===== src/rtl/stdcell_bist_ctrl.sv =====
// Exhaustive-pattern BIST sequencer for one combinational standard cell, with MISR response compaction.
// Optional golden-signature compare is built when STDCELL_BIST_CMP_EN is defined.
module stdcell_bist_ctrl #(
    parameter int              NIN    = 2,
    parameter int              SETTLE = 2,
    parameter int              NPASS  = 1,
    parameter int              SIGW   = 16,
    parameter logic [SIGW-1:0] POLY   = 16'h1021
) (
    input  logic            ck,
    input  logic            nrst,
    input  logic            start,
    output logic [NIN-1:0]  dut_i,
    input  logic            dut_nq,
    output logic            busy,
    output logic            done,
    output logic [SIGW-1:0] sig,
`ifdef STDCELL_BIST_CMP_EN
    input  logic [SIGW-1:0] golden,
    output logic            pass,
`endif
    output logic [1:0]      state_o
);

    localparam int SW = $clog2(SETTLE + 1);
    localparam int PW = $clog2(NPASS + 1);

    localparam logic [NIN-1:0] PAT_LAST    = '1;
    localparam logic [SW-1:0]  SETTLE_LAST = SW'(SETTLE - 1);
    localparam logic [PW-1:0]  PASS_LAST   = PW'(NPASS - 1);

    typedef enum logic [1:0] {
        S_IDLE    = 2'd0,
        S_APPLY   = 2'd1,
        S_CAPTURE = 2'd2,
        S_DONE    = 2'd3
    } state_t;

    state_t            state_q;
    logic [NIN-1:0]    pattern_q;
    logic [NIN-1:0]    dut_i_q;
    logic [SW-1:0]     settle_q;
    logic [PW-1:0]     pass_cnt_q;
    logic [SIGW-1:0]   sig_q;
    logic [SIGW-1:0]   sig_d;
    logic              busy_q;
    logic              done_q;
`ifdef STDCELL_BIST_CMP_EN
    logic              pass_q;
`endif

    // Galois MISR step: shift, fold in POLY on carry-out, then inject the cell response.
    always_comb begin
        sig_d    = (sig_q << 1) ^ (sig_q[SIGW-1] ? POLY : '0);
        sig_d[0] = sig_d[0] ^ dut_nq;
    end

    always_ff @(posedge ck) begin
        if (!nrst) begin
            state_q    <= S_IDLE;
            pattern_q  <= '0;
            dut_i_q    <= '0;
            settle_q   <= '0;
            pass_cnt_q <= '0;
            sig_q      <= '0;
            busy_q     <= 1'b0;
            done_q     <= 1'b0;
`ifdef STDCELL_BIST_CMP_EN
            pass_q     <= 1'b0;
`endif
        end else begin
            unique case (state_q)
                S_IDLE, S_DONE: begin
                    if (start) begin
                        state_q    <= S_APPLY;
                        pattern_q  <= '0;
                        dut_i_q    <= '0;
                        settle_q   <= '0;
                        pass_cnt_q <= '0;
                        sig_q      <= '0;
                        busy_q     <= 1'b1;
                        done_q     <= 1'b0;
`ifdef STDCELL_BIST_CMP_EN
                        pass_q     <= 1'b0;
`endif
                    end
                end
                S_APPLY: begin
                    if (settle_q == SETTLE_LAST) begin
                        state_q  <= S_CAPTURE;
                        settle_q <= '0;
                    end else begin
                        settle_q <= settle_q + 1'b1;
                    end
                end
                S_CAPTURE: begin
                    sig_q <= sig_d;
                    if (pattern_q == PAT_LAST && pass_cnt_q == PASS_LAST) begin
                        state_q <= S_DONE;
                        busy_q  <= 1'b0;
                        done_q  <= 1'b1;
                        dut_i_q <= '0;
`ifdef STDCELL_BIST_CMP_EN
                        pass_q  <= (sig_d == golden);
`endif
                    end else begin
                        // Pattern counter wraps naturally on the last pattern of a pass.
                        state_q   <= S_APPLY;
                        pattern_q <= pattern_q + 1'b1;
                        dut_i_q   <= pattern_q + 1'b1;
                        if (pattern_q == PAT_LAST) begin
                            pass_cnt_q <= pass_cnt_q + 1'b1;
                        end
                    end
                end
                default: state_q <= S_IDLE;
            endcase
        end
    end

    assign dut_i   = dut_i_q;
    assign busy    = busy_q;
    assign done    = done_q;
    assign sig     = sig_q;
    assign state_o = state_q;
`ifdef STDCELL_BIST_CMP_EN
    assign pass    = pass_q;
`endif

endmodule


===== config.mk =====
export PLATFORM = sky130hd
export DESIGN_NAME = stdcell_bist_ctrl
export DESIGN_NICKNAME = d
export VERILOG_FILES = /design/src/rtl/stdcell_bist_ctrl.sv
export SDC_FILE = /design/constraint.sdc
export NUM_CORES = 1
export LEC_CHECK = 0
export CAP_MARGIN = 15
export CORE_MARGIN = 2
export CORE_UTILIZATION = 48
export CTS_CLUSTER_SIZE = 12
export DETAILED_ROUTE_END_ITERATION = 6
export PLACE_DENSITY = 0.74
export SLEW_MARGIN = 10
export SYNTH_ARGS = -nofsm -noshare
export SYNTH_HDL_FRONTEND = slang
export SYNTH_SLANG_ARGS = --single-unit

===== constraint.sdc =====
create_clock -name ck -period 1.99 [get_ports ck]
set_input_delay 0.199 -clock ck [delete_from_list [all_inputs] [get_ports ck]]
set_output_delay 0.199 -clock ck [all_outputs]
set_load 0.03 [all_outputs]

# Word level (Yosys, flattened, before mapping)

Index checks and enable logic that the tools add are counted.

Bits in registers: 27
Word-level logic and storage cells: 58
Input port bits: 4
Output and inout port bits: 22

Bitwise logic cells: 3
Reduce and logical (&&, ||, !) cells: 11
Mux-type cells: 23
$add $sub $neg: 3
Eq/ne operators: 10

Operators with widths:

| operator                                            | number |
|---|---|
| case mux 16 bit (2 select lines)                    | 1 |
| 2-to-1 mux 16 bit                                   | 1 |
| bitwise XOR 16 x 13 -> 16 bit                       | 1 |
| 2-to-1 mux 2 bit                                    | 7 |
| 2-to-1 mux 13 bit                                   | 1 |
| case mux 2 bit (2 select lines)                     | 3 |
| inequality test 2 bit, second input constant        | 5 |
| equality test 2 bit, second input constant          | 3 |
| 2-to-1 mux 1 bit                                    | 6 |
| case mux 1 bit (2 select lines)                     | 3 |
| case mux 2 bit (3 select lines)                     | 1 |
| AND reduction 2 bit                                 | 3 |
| AND reduction 3 bit                                 | 2 |
| adder 2 x 1 -> 2 bit, second input constant         | 2 |
| equality test 2 x 1 -> 1 bit, second input constant | 2 |
| AND reduction 4 bit                                 | 1 |
| nonzero test 2 bit                                  | 2 |
| zero test 2 bit                                     | 1 |
| OR reduction 2 bit                                  | 1 |
| adder 1 bit, second input constant                  | 1 |
| logical AND 1 bit                                   | 1 |
| inverter 1 bit                                      | 1 |
| bitwise XOR 1 bit                                   | 1 |

# Logic depth before layout (Yosys ltp)

Depth after elaboration: 4
Gate-level depth with buffers: 7
Mapped depth without buffers: 5

# Worst setup path after synthesis

Ideal clock, no wire load.

Kind: register to register
Start: register state_q[0], in the netlist state_o[0]
End: register dut_i_q[0], in the netlist dut_i[0]
Period minus slack after synthesis: 1722 ps
Buffers on the path: 2
Path slack: 268 ps
Library setup time: 60 ps
Arrival time: 1663 ps
Cell stages (with the launch flop): 8
Data required time: 1930 ps
Cell sequence: dfxtp_1 > inv_1 > ha_1 > buf_6 > mux2i_4 > buf_6 > nand3_1 > nand2_1

Longest elaborated chain between the ends: 4
Elaborated cells between the ends (all ways): 8
Classes of those cells: eq/ne (3); mux (1); reduce/logical (4)

RTL lines:

| element                                                                      | line | source |
|---|---|---|
| start: declaration                                                           | 39   | `state_t state_q;` |
| start signal: assignment                                                     | 60   | `state_q <= S_IDLE;` |
| start signal: assignment                                                     | 75   | `state_q <= S_APPLY;` |
| start signal: assignment                                                     | 90   | `state_q <= S_CAPTURE;` |
| equality test 2 bit or zero test 2 bit (tied branches)                       | 72   | `unique case (state_q)` |
| OR reduction 2 bit                                                           | 72   |  |
| inequality test 2 bit (no source line) or nonzero test 2 bit (tied branches) | --   |  |
| AND reduction 2 bit (no source line)                                         | --   |  |
| end signal: assignment                                                       | 110  | `dut_i_q <= pattern_q + 1'b1;` |
| end: declaration                                                             | 41   | `logic [NIN-1:0] dut_i_q;` |

Parallel ways exist; a longest one is shown, timed or not.
A chain may end at the register's enable or synchronous reset.

# Worst setup path after layout

Start: register state_q[0], in the netlist state_o[0]
End: register sig_q[0], in the netlist sig[0]

Longest elaborated chain between the ends: 4
Elaborated cells between the ends (all ways): 8
Classes of those cells: eq/ne (3); mux (1); reduce/logical (4)

RTL lines:

| element                                                                      | line | source |
|---|---|---|
| equality test 2 bit or zero test 2 bit (tied branches)                       | 72   |  |
| OR reduction 2 bit                                                           | 72   |  |
| inequality test 2 bit (no source line) or nonzero test 2 bit (tied branches) | --   |  |
| AND reduction 2 bit (no source line)                                         | --   |  |
| end signal: assignment                                                       | 97   | `sig_q <= sig_d;` |
| end: declaration                                                             | 44   | `logic [SIGW-1:0] sig_q;` |

Parallel ways exist; a longest one is shown, timed or not.

==> flow_metrics.py <==
metrics = {
    "cells_and_area": {
        "multi_input_area_um2": 534,
        "drive_gt1_share_pct": 6.90,
        "area.growth.synth_to_final_pct": 25.1,
        "nets": 154,
        "stdcell_count": 173,
        "ff_latch_area_um2": 541,
        "fin_util_pct": 64.3,
        "fill_cells": 199,
        "antenna_cells": 0,
    },
    "clock_network": {
        "htreeDepth": 1,
        "cts_root_buf": "clkbuf_4",
        "hold_buffers": 0,
        "insertion_delay_ps": 320,
        "cts_tree": "built",
        "clockBufferDepth": 2,
        "postCtsSetupBuffers": 0,
        "clk_pin_slew_ps": 140,
        "clkSinkCount": 27,
        "cts.repair.resized": 0,
        "cts_buffers": 3,
    },
    "setup_path": {
        "crit_fanout": 17,
        "start_kind": "register",
        "cpLargestDelayFamily": "adder cells",
        "regToRegStartpoint": "state_o[0]$_SDFFE_PN0P_",
        "cp.arrival_ps": 1980,
        "cp_slowest_stage_delay_ps": 450,
        "cp.required_ps": 2220,
        "critPathLaunch": "state_o[0]$_SDFFE_PN0P_",
        "path_buf_inv": 2,
        "worst_r2r_path_depth": 6,
        "cpMaxStageDelayCell": "ha_1",
        "rrSetupSlack_ps": 240,
        "worstSetupPathType": "reg -> reg",
        "rr_endpoint": "sig[0]$_SDFFE_PN0P_",
        "crit_chain": "inv_1, ha_1, nand2b_1, buf_4, a32oi_1, nor2_1",
        "end_kind": "register",
    },
    "global_route": {
        "grt_pass1_wl_um": 3820,
        "overflow": 0,
        "grt_use_met2_pct": 31.3,
        "grt_pass1_vias": 890,
        "antenna_found_initial": 0,
        "grt_max_degree": 21,
        "track_usage_pct": 18.4,
        "grt-busiest-layer": "met2",
        "grt_use_met1_pct": 23.1,
        "grtUsageMet3_pct": 3.39,
    },
    "run": {
        "drv_cap": 0,
    },
    "power": {
        "total_power_mw": 1.33,
        "vdd_drop_max_mv": 0.634,
        "leakage_nw": 0.537,
        "power_density_nw_per_um2": 923,
    },
    "placed_design": {
        "dp.cells": 169,
        "dpl.hpwl_um": 1630,
        "io_buffer_count": 25,
        "place.gp.congestion": 0.821,
    },
    "sta": {
        "setup_violations": 0,
        "grt_setup_unrepaired": "false",
        "fin_skew_ps": 1.34,
        "final.setup.tns_ps": 0,
        "period_minus_slack_ps": 1750,
        "max_freq_mhz": 572,
        "max_slew_margin_pct": 76.0,
        "tightest_slew_ps": 360,
        "final_max_slew_viol_count": 0,
        "timing.final.crit_share_pct": 87.8,
        "hold_violations": 0,
    },
    "hold_path": {
        "hold_depth": 1,
        "holdPathEnd": "settle_q[1]$_SDFFE_PN0P_",
        "holdCritStartpoint": "settle_q[1]$_SDFFE_PN0P_",
        "min_path_type": "reg -> reg",
    },
    "route": {
        "wl_um": 2330,
        "ant_nets": 0,
        "drc_errors": 0,
        "drt-initial-drc-count": 11,
        "via_count": 944,
        "via_per_inst": 5.46,
        "drt-wirelength-per-cell_um": 13.4,
        "firstDrtPassIters": 4,
    },
    "yosys": {
        "yosysMostFrequentCell": "dfxtp_1",
        "synthDistinctLibCells": 27,
        "syn-cell-area_um2": 1150,
        "ys_top_cells_by_count": "dfxtp_1, nor2_1, a32oi_1, a21oi_1, nand2_1",
        "yosysTopAreaCellShare_pct": 47.1,
        "synth_flop_cell": "dfxtp_1",
        "ys_seq_elements": 27,
        "ys_seq_area_share_pct": 47.1,
        "synthCells": 121,
        "netlist.top_cell.by_area": "dfxtp_1",
        "synth-warning-count": 0,
        "synth_edf_count": 0,
        "async_flop_share_pct": 0,
        "synth.avg_cell_area_um2": 9.49,
        "syn-num-nets": 129,
        "synthTopCellsByArea": "dfxtp_1, a32oi_1, nor2_1",
    },
    "die": {
        "initial_core_util_pct": 51.4,
        "ios": 26,
        "dieHeight_um": 52.9,
        "core_um2": 2230,
        "rows": 17,
        "dieArea_um2": 2800,
        "die_x_um": 52.9,
    },
    "status": {
        "status": "finished, final reports clean",
    },
}
[worst register-to-register path, cell delays in order, from the launching register on]
cell      delay, ps
dfxtp_1         430
inv_1            60
ha_1            450
nand2b_1        190
buf_4           240
a32oi_1         230
nor2_1           50
[flip-flops by register name (all words and copies together) (netlist names)]
name        flops
sig            16
dut_i           2
pattern_q       2
settle_q        2
state_o         2
busy            1
done            1
pass_cnt_q      1
[final cells by class]
cell class / instances / area share [%]
sequential: 27 / 37.6
clock buffer: 3 / 1.57
inverter: 3 / 0.784
tap: 28 / 2.44
timing repair buffer: 30 / 20.0
multi-input combinational: 81 / 37.2
clock inverter: 1 / 0.348
[routing by layer]
metal	routed length [um]	up-vias
met1	1090	447
li1	-	482
met3	61	2
met2	1160	13
met5	0	-
met4	14	0
[where the power goes]
group          internal (mW)  total [mW]  switching [mW]
registers              0.571       0.597          0.0267
logic                  0.191       0.492           0.301
clock network         0.0754       0.236           0.161
total                  0.837        1.33           0.489
[cell usage in the layout, fill, tap and decap left out, drive strengths merged]
cell | Yosys | final
nand4 | 2 | 2
o22ai | 1 | 1
nand2 | 7 | 7
nand3 | 2 | 2
xor2 | 3 | 3
inv | 3 | 3
o32ai | 1 | 1
o21a | 1 | 1
a21boi | 1 | 1
dfxtp | 27 | 27
a21oi | 7 | 7
nand2b | 6 | 6
mux2i | 2 | 2
clkinv | 0 | 1
clkbuf | 3 | 3
a32oi | 17 | 17
buf | 7 | 5
o311a | 1 | 1
a211o | 1 | 1
o21ai | 2 | 2
ha | 4 | 4
clkdlybuf4s50 | 0 | 25
nor2 | 19 | 19
nor2b | 4 | 4
[cells by family after synthesis]
family / synth area share, %
adders and majority gates: 4.36
xor gates and xnor gates: 2.29
DFF: 47.1
buffers and inverters: 6.43
muxes: 2.83
AOI/OAI and AO/OA: 21.1
and+or+nand+nor: 15.9
[worst max-delay path by stage]
| stage | cells past startpoint | slack, ps | end |
|---|---|---|---|
| 6_report | 6 | 240 | sig[0]$_SDFFE_PN0P_ |
| 5_1_grt | 6 | 80 | sig[7]$_SDFFE_PN0P_ |
| 4_1_cts | 6 | 240 | sig[0]$_SDFFE_PN0P_ |
| 3_5_place_dp | 6 | 280 | sig[0]$_SDFFE_PN0P_ |
| 3_3_place_gp | 6 | 320 | sig[14]$_SDFFE_PN0P_ |
| 2_1_floorplan | 7 | 270 | dut_i[0]$_SDFFE_PN0P_ |
[metrics by stage]
step	hold slack (ps)	setup slack (ps)	cell area, um^2
final	460	242	1440
after global routing	475	84.2	1440
after CTS	462	243	1440
after detailed placement	443	276	1410
after global placement	431	317	1410
after floorplan	420	268	1150
Power figures use the tool's default switching activity.
